**config.mk**
```make
export PLATFORM = sky130hd
export DESIGN_NAME = dmux8_rr_arbiter
export DESIGN_NICKNAME = d
export VERILOG_FILES = /design/src/rtl/dmux8_rr_arbiter_pkg.sv /design/src/rtl/dmux8_rr_arbiter_rr_pick8.sv /design/src/rtl/dmux8_rr_arbiter.sv
export SDC_FILE = /design/constraint.sdc
export NUM_CORES = 1
export LEC_CHECK = 0
export BUFFER_PORTS_ARGS = -buffer_cell sky130_fd_sc_hd__buf_2
export CORE_ASPECT_RATIO = 0.6
export CORE_MARGIN = 1
export CORE_UTILIZATION = 35
export DETAILED_ROUTE_END_ITERATION = 8
export PLACE_DENSITY_LB_ADDON = 0.3
export SLEW_MARGIN = 20
export SYNTH_ARGS = -nofsm -noshare
export SYNTH_HDL_FRONTEND = slang
export SYNTH_SLANG_ARGS = --single-unit
```
**constraint.sdc**
```tcl
create_clock -name clk -period 3.3 [get_ports clk]
set_input_delay 0.66 -clock clk [delete_from_list [all_inputs] [get_ports clk]]
set_output_delay 0.66 -clock clk [all_outputs]
set_load 0.1 [all_outputs]
```
**src/rtl/dmux8_rr_arbiter_pkg.sv**
```systemverilog
// Shared definitions for the 8-way round-robin arbiter and its pick logic.
package dmux8_rr_arbiter_pkg;

  localparam int NUM_REQ = 8;
  localparam int SEL_W   = 3;

  typedef enum logic {
    ST_IDLE  = 1'b0,
    ST_GRANT = 1'b1
  } state_t;

  function automatic logic [NUM_REQ-1:0] onehot8(input logic [SEL_W-1:0] idx);
    logic [NUM_REQ-1:0] v;
    v      = '0;
    v[idx] = 1'b1;
    return v;
  endfunction

endpackage

```
**src/rtl/dmux8_rr_arbiter_rr_pick8.sv**
```systemverilog
// Rotating-priority encoder: first set request bit after 'last', wrapping 7 -> 0.
module rr_pick8
  import dmux8_rr_arbiter_pkg::*;
(
  input  logic [NUM_REQ-1:0] req,
  input  logic [SEL_W-1:0]   last,
  output logic [SEL_W-1:0]   winner,
  output logic               any
);

  logic [SEL_W-1:0] idx;
  logic             found;

  // Offset 8 wraps back to 'last' itself, so the previous owner is considered last.
  always_comb begin
    winner = '0;
    found  = 1'b0;
    idx    = '0;
    for (int i = 1; i <= NUM_REQ; i++) begin
      idx = last + SEL_W'(i);
      if (!found && req[idx]) begin
        winner = idx;
        found  = 1'b1;
      end
    end
  end

  assign any = |req;

endmodule

```
**src/rtl/dmux8_rr_arbiter.sv**
```systemverilog
// Round-robin arbiter sharing one DMux8Way-selected resource among 8 requesters,
// with owner release, request withdrawal and a hold watchdog.
module dmux8_rr_arbiter
  import dmux8_rr_arbiter_pkg::*;
#(
  parameter int MAX_HOLD = 16,
  parameter int CNT_W    = 8
) (
  input  logic               clk,
  input  logic               reset,
  input  logic [NUM_REQ-1:0] req,
  input  logic               done,
  output logic [SEL_W-1:0]   sel,
  output logic [NUM_REQ-1:0] grant,
  output logic               busy,
  output logic               timeout
);

  // Handshake: a requester holds req[i] high until served; the owner keeps req
  // high while using the resource and ends ownership with done=1 or by dropping
  // req. Each grant is followed by exactly one idle arbitration cycle.

  state_t           state;
  logic [CNT_W-1:0] cnt;
  logic [SEL_W-1:0] last;
  logic [SEL_W-1:0] pick_winner;
  logic             pick_any;
  logic             rel_wd;
  logic             rel_any;

  rr_pick8 u_pick (
    .req    (req),
    .last   (last),
    .winner (pick_winner),
    .any    (pick_any)
  );

  assign rel_wd  = (cnt == CNT_W'(MAX_HOLD - 1));
  assign rel_any = done || !req[sel] || rel_wd;

  always_ff @(posedge clk) begin
    if (reset) begin
      state   <= ST_IDLE;
      grant   <= '0;
      sel     <= '0;
      busy    <= 1'b0;
      timeout <= 1'b0;
      cnt     <= '0;
      last    <= SEL_W'(NUM_REQ - 1);
    end else begin
      timeout <= 1'b0;
      case (state)
        ST_IDLE: begin
          if (pick_any) begin
            state <= ST_GRANT;
            grant <= onehot8(pick_winner);
            sel   <= pick_winner;
            busy  <= 1'b1;
            cnt   <= '0;
            last  <= pick_winner;
          end
        end
        ST_GRANT: begin
          if (rel_any) begin
            state   <= ST_IDLE;
            grant   <= '0;
            busy    <= 1'b0;
            // Only a pure watchdog expiry counts as a forced release.
            timeout <= rel_wd && !done && req[sel];
          end else begin
            cnt <= cnt + 1'b1;
          end
        end
        default: begin
          state <= ST_IDLE;
          grant <= '0;
          busy  <= 1'b0;
        end
      endcase
    end
  end

endmodule

```
After elaboration in Yosys (flattened, before gate mapping). Index checks and enable logic that the tools add are counted.

Register bits after elaboration: 25.

$add $sub $neg: 8. $lt $le $gt $ge: 11. Eq/ne operators: 4. Muxes and demuxes: 47. Bitwise logic cells: 2. Reduce and logical (&&, ||, !) cells: 26.

Operators by type and width (number): $lt 3x4->1 const B (10); $mux 8 (4); $pmux 8 s2 (2); $bmux 1 s3 (9); $mux 3 (8); $mux 1 (21); $add 3x3->3 const B (4); $logic_and 1x1->1 (10); $logic_not 1->1 (9); $add 8x1->8 const B (1); $eq 8x4->1 const B (1); $reduce_or 8->1 (1); $add 3x2->3 const B (2); $reduce_and 2->1 (3); $ne 2x2->1 const B (2); $pmux 1 s2 (2); $add 3x1->3 const B (1); $demux 1 s3 (1); $ge 3x1->1 const B (1); $reduce_or 3->1 (1); $logic_or 1x1->1 (2); $ne 2x1->1 const B (1); $not 1->1 (2).

Logic depth before layout (Yosys ltp).
Depth after elaboration: 31. Depth in mapped cells: 13.

Hierarchy. A second synthesis with hierarchy kept.

Cell total of the unflattened synthesis: 263. Area total of the unflattened synthesis: 2363.5 sq um.

By module, submodules not included: dmux8_rr_arbiter (times used 1, cells an instance 151, area an instance 1336.3 sq um, sequential area each 500.5 sq um); rr_pick8 (times used 1, cells an instance 112, area an instance 1027.2 sq um, sequential area each 0.0 sq um).

Worst setup path before layout. No wires, ideal clock.

Path type: reg-to-reg. From: reg last[1]. To: reg grant[2]. Library setup time: 0.062 ns. Data arrival time: 3.150 ns. Path slack: 0.087 ns. Cell stages (with the launch flop): 13. Buffers on the path: 2. Period minus slack after synthesis: 3.213 ns. Path through: dfxtp_1 > buf_2 > inv_1 > ha_1 > buf_6 > mux2_1 > mux4_2 > nor4b_4 > inv_2 > a31o_1 > a32oi_2 > nor3b_4 > a22o_1.

Cells in the longest elaborated chain, start to end: 31.

Ends and longest elaborated chain: start, declared (line dmux8_rr_arbiter.sv:25) `logic [SEL_W-1:0] last;`; start signal, assigned (line dmux8_rr_arbiter.sv:49) `last <= SEL_W'(NUM_REQ - 1);`; start signal, assigned (line dmux8_rr_arbiter.sv:60) `last <= pick_winner;`; $add 3x1->3 (line dmux8_rr_arbiter_rr_pick8.sv:20) `idx = last + SEL_W'(i);`; $bmux 1 s3 (line dmux8_rr_arbiter_rr_pick8.sv:21) `if (!found && req[idx]) begin`; $mux 1 (implied by the code) (line dmux8_rr_arbiter_rr_pick8.sv:21); $mux 1 (line dmux8_rr_arbiter_rr_pick8.sv:21); $logic_not 1->1 (line dmux8_rr_arbiter_rr_pick8.sv:21); $logic_and 1x1->1 (line dmux8_rr_arbiter_rr_pick8.sv:21); $mux 1 (line dmux8_rr_arbiter_rr_pick8.sv:21); $logic_not 1->1 (line dmux8_rr_arbiter_rr_pick8.sv:21); [... 15 more ...]; $logic_and 1x1->1 (line dmux8_rr_arbiter_rr_pick8.sv:21); $mux 3 * (line dmux8_rr_arbiter_rr_pick8.sv:21); $lt 3x4->1 (implied by the code) or $ge 3x1->1 (tied branches) (line dmux8_rr_arbiter_pkg.sv:15) `v[idx] = 1'b1;`; $logic_and 1x1->1 (implied by the code) (line dmux8_rr_arbiter_pkg.sv:15); $mux 1 (implied by the code) (line dmux8_rr_arbiter_pkg.sv:15); $demux 1 s3 * (line dmux8_rr_arbiter_pkg.sv:15); $mux 8 * (line dmux8_rr_arbiter.sv:54) `if (pick_any) begin`; $pmux 8 s2 * (line dmux8_rr_arbiter.sv:52) `case (state)`; end signal, assigned (line dmux8_rr_arbiter.sv:56) `grant <= onehot8(pick_winner);`; end, declared (line dmux8_rr_arbiter.sv:14) `output logic [NUM_REQ-1:0] grant,`.

Every way passes the cells marked *; elsewhere a longest branch is shown, timed or not. The select of a mux whose other input is x is not followed. A chain may end at the register's enable or synchronous reset.

Worst setup path after layout.
From: reg last[0]. To: reg grant[2].

Same word-level chain as after synthesis.

==> flow_summary.yaml <==
yosys:
  synth.lib_cells_used.distinct: 45
  synth_commonest_cells: "sky130_fd_sc_hd__dfxtp_1 (25), sky130_fd_sc_hd__nand2_1 (23), sky130_fd_sc_hd__nor2_1 (23)"
  synth_edf_count: 0
  post_synth.cell_area_avg_um2: 9.228
  synth-seq-area-share_pct: 25.11
  netlist_area_mm2: 0.001993
  synth_ff_type: "sky130_fd_sc_hd__dfxtp_1"
  synthesis.nets: 230
  yosys-top-cells-area: "sky130_fd_sc_hd__dfxtp_1 (25%), sky130_fd_sc_hd__mux4_2 (17%), sky130_fd_sc_hd__mux2i_1 (5.0%), sky130_fd_sc_hd__nand2_1 (4.3%), sky130_fd_sc_hd__nor2_1 (4.3%)"
  yosysTopAreaCellShare_pct: 25.11
  synth_cells: 216
  ys_seq_elements: 25
  post-synth-top-count-cell: "sky130_fd_sc_hd__dfxtp_1"
  synthArstFlopShare_pct: 0
  yosysWarnings: 0
  synth_area_leader_cell: "sky130_fd_sc_hd__dfxtp_1"
drt:
  drt.antenna.violating_nets: 0
  detail_route.wirelength_mm: 4.868
  detailedRoute.firstPassIterationCount: 4
  vias: 1722
  detailedRoute.firstIterationViolations: 103
  post_drt_wl_per_cell_um: 15.75
  routed_via_count_divided_by_cell_count: 5.573
  drc_errors: 0
power:
  p_leak_nw: 0.8946
  peakVddDrop_v: 0.0004602
  power_density_mw_per_mm2: 1148
  fin_total_pwr_mw: 2.599
placement:
  dpl-instance-area_mm2: 0.002210
  placement.io_buffers: 23
  detailed_place_hpwl_mm: 3.697
  routabilityCongestion: 0.8552
clock_network:
  htree_num_levels: 1
  register_clock_pin_slew_on_the_reported_worst_setup_and_hold_paths_ns: 0.08
  cts_tree: "yes"
  cts.sinks: 25
  numCtsBuffers: 3
  insertion_delay_ns: 0.27
  clock-root-buffer: "sky130_fd_sc_hd__clkbuf_8"
  clk_path_buf_depth: 2
  cts_hold_repair.buffers: 0
setup_path:
  critical_path.reg2reg.startpoint: "last[0]$_SDFFE_PP1P_"
  worstSetupStartpoint: "last[0]$_SDFFE_PP1P_"
  worstReg2RegEnd: "grant[2]$_SDFFE_PP0P_"
  timing.critical_path.from_type: "flop"
  path_max_fanout: 6
  critical_path_required_ns: 3.52
  r2r_slack_ns: 0.24
  worst_ep_arrival_time_ns: 3.28
  critPathCaptureType: "flop"
  rr_worst_depth: 10
  crit_path_class: "flop to flop"
timing:
  setup_repair_after_global_routing_missed_its_margin: "no"
  timing.slew.headroom_pct: 64.71
  finalHoldViolations: 0
  clock-skew-final_ns: 0.002802
  period_minus_slack_ns: 3.058
  fin_tns_setup_ns: 0
  slew_at_the_pin_with_the_worst_max_slew_slack_ns: 0.5147
  final-max-slew-violation-count: 0
  setup_violations: 0
  achievable-frequency_mhz: 327.0
  min_period_over_period_pct: 92.68
grt:
  antenna_violations_before_repair: 0
  first_global_vias: 1610
  groute.usage.overall_pct: 18.40
  grt_max_degree: 19
  globalRoute.totalOverflow: 0
  grt_first_pass_wirelength_mm: 8.459
layout:
  fillers: 517
  diodes: 0
  end_of_flow_core_utilization_pct: 43.10
  layout.cell_area.non_filler_mm2: 0.002265
  area_delta_synth_final_pct: 13.62
  final_layout_net_count: 258
  share_of_cells_above_drive_strength_1_pct: 26.34
min_path:
  whs_path_depth: 1
  min_from: "grant[4]$_SDFFE_PP0P_"
  timing.hold.worst_endpoint: "grant[4]$_SDFFE_PP0P_"
  hp-class: "flop to flop"
die:
  pin_count: 24
  starting_density_of_the_core_pct: 37.93
  floorplan.die_area_mm2: 0.006011
  die_width_um: 99.43
  die_height_um: 60.46
  floorplan.core_area_mm2: 0.005255
  floorplan.rows: 20
outcome:
  run_status: "complete, no violations"
job:
  maxCapViolCount: 0
## cells in the final DEF (no fill, tap or decap), types with 3 or more instances in the layout
| master | Yosys | layout |
|---|---|---|
| sky130_fd_sc_hd__xor2_1 | 6 | 6 |
| sky130_fd_sc_hd__a21oi_1 | 12 | 12 |
| sky130_fd_sc_hd__dfxtp_1 | 25 | 25 |
| sky130_fd_sc_hd__nand4_1 | 3 | 3 |
| sky130_fd_sc_hd__buf_2 | 6 | 23 |
| sky130_fd_sc_hd__nor4_1 | 3 | 3 |
| sky130_fd_sc_hd__nand2_1 | 23 | 23 |
| sky130_fd_sc_hd__o22ai_1 | 3 | 3 |
| sky130_fd_sc_hd__mux2_1 | 4 | 4 |
| sky130_fd_sc_hd__inv_1 | 5 | 5 |
| sky130_fd_sc_hd__clkbuf_8 | 0 | 3 |
| sky130_fd_sc_hd__mux2i_1 | 10 | 10 |
| sky130_fd_sc_hd__xnor2_1 | 4 | 4 |
| sky130_fd_sc_hd__nor3_1 | 5 | 5 |
| sky130_fd_sc_hd__mux4_2 | 15 | 15 |
| sky130_fd_sc_hd__and2_1 | 3 | 3 |
| sky130_fd_sc_hd__nor2b_1 | 5 | 5 |
| sky130_fd_sc_hd__nand2b_1 | 6 | 6 |
| sky130_fd_sc_hd__buf_4 | 0 | 13 |
| sky130_fd_sc_hd__nor2_1 | 23 | 23 |
| sky130_fd_sc_hd__a22o_1 | 8 | 8 |
| sky130_fd_sc_hd__nand3_1 | 6 | 6 |
## worst max path at each step
stage                                  endpoint
after floorplan           grant[2]$_SDFFE_PP0P_
after global placement    grant[6]$_SDFFE_PP0P_
after detailed placement  grant[6]$_SDFFE_PP0P_
after CTS                 grant[2]$_SDFFE_PP0P_
after global routing      grant[6]$_SDFFE_PP0P_
final                     grant[2]$_SDFFE_PP0P_
## flip-flops by register name, summed over array words and instances (netlist names)
| name | cells |
|---|---|
| sel | 3 |
| busy | 1 |
| state | 1 |
| grant | 8 |
| timeout | 1 |
| cnt | 8 |
| last | 3 |
## final cells by class
class,instances,area (um2),area share (%)
tap,66,82.58,3.646
timing repair buffer,36,212.7,9.392
clock buffer,4,45.04,1.989
multi-input combinational,172,1401,61.88
inverter,6,22.52,0.9945
sequential,25,500.5,22.10
## worst max-delay path, cell delays in order, from the launching register on
cell,delay (ns)
sky130_fd_sc_hd__dfxtp_1,0.35
sky130_fd_sc_hd__inv_1,0.06
sky130_fd_sc_hd__ha_2,0.38
sky130_fd_sc_hd__mux2_1,0.34
sky130_fd_sc_hd__mux4_2,0.52
sky130_fd_sc_hd__nor4b_4,0.39
sky130_fd_sc_hd__inv_2,0.06
sky130_fd_sc_hd__a31o_1,0.20
sky130_fd_sc_hd__a32oi_2,0.24
sky130_fd_sc_hd__nor3b_4,0.31
sky130_fd_sc_hd__a22o_1,0.16
## where the power goes
group / switching, mW / internal, mW
Clock: 0.0950 / 0.0864
Combinational: 1.20 / 0.808
Sequential: 0.0445 / 0.365
Total: 1.34 / 1.26
## timing repair
item | CTS | global route
buffers inserted | 0 | 1
endpoints found under the setup margin | 0 | 8
gates resized for setup | 0 | 1
endpoints found under the hold margin | 0 | 0
## cell families (layout without fill, tap and decap cells)
logic type                 count (synthesis)  count (layout)  share of synthesized area, %
adders and majority gates                  3               3                         1.883
DFF                                       25              25                         25.11
buffers and inverters                     19              46                         4.708
and+or+nand+nor                           84              84                         21.72
muxes                                     32              32                         26.11
AOI/OAI and AO/OA                         43              43                         16.07
xor gates and xnor gates                  10              10                         4.394
## stage by stage
stage / worst slack [ns] / instances / hold WS [ns]
floorplan: 0.08731 / 216 / 0.4487
global placement: 0.1691 / 304 / 0.4710
detailed placement: 0.1599 / 304 / 0.4672
CTS: 0.1416 / 308 / 0.4905
global route: 0.02601 / 309 / 0.5099
finish: 0.2415 / 309 / 0.4859
## per-layer routing
metal | vias to the layer above | GRT usage (%) | wire length [um]
met5 | - | 0 | 0
met2 | 34 | 25.20 | 1869
met3 | 5 | 4.032 | 272
met1 | 818 | 29.22 | 2696
li1 | 865 | - | -
met4 | 0 | 3.151 | 29
No activity file was read; power rests on OpenSTA's default activity.
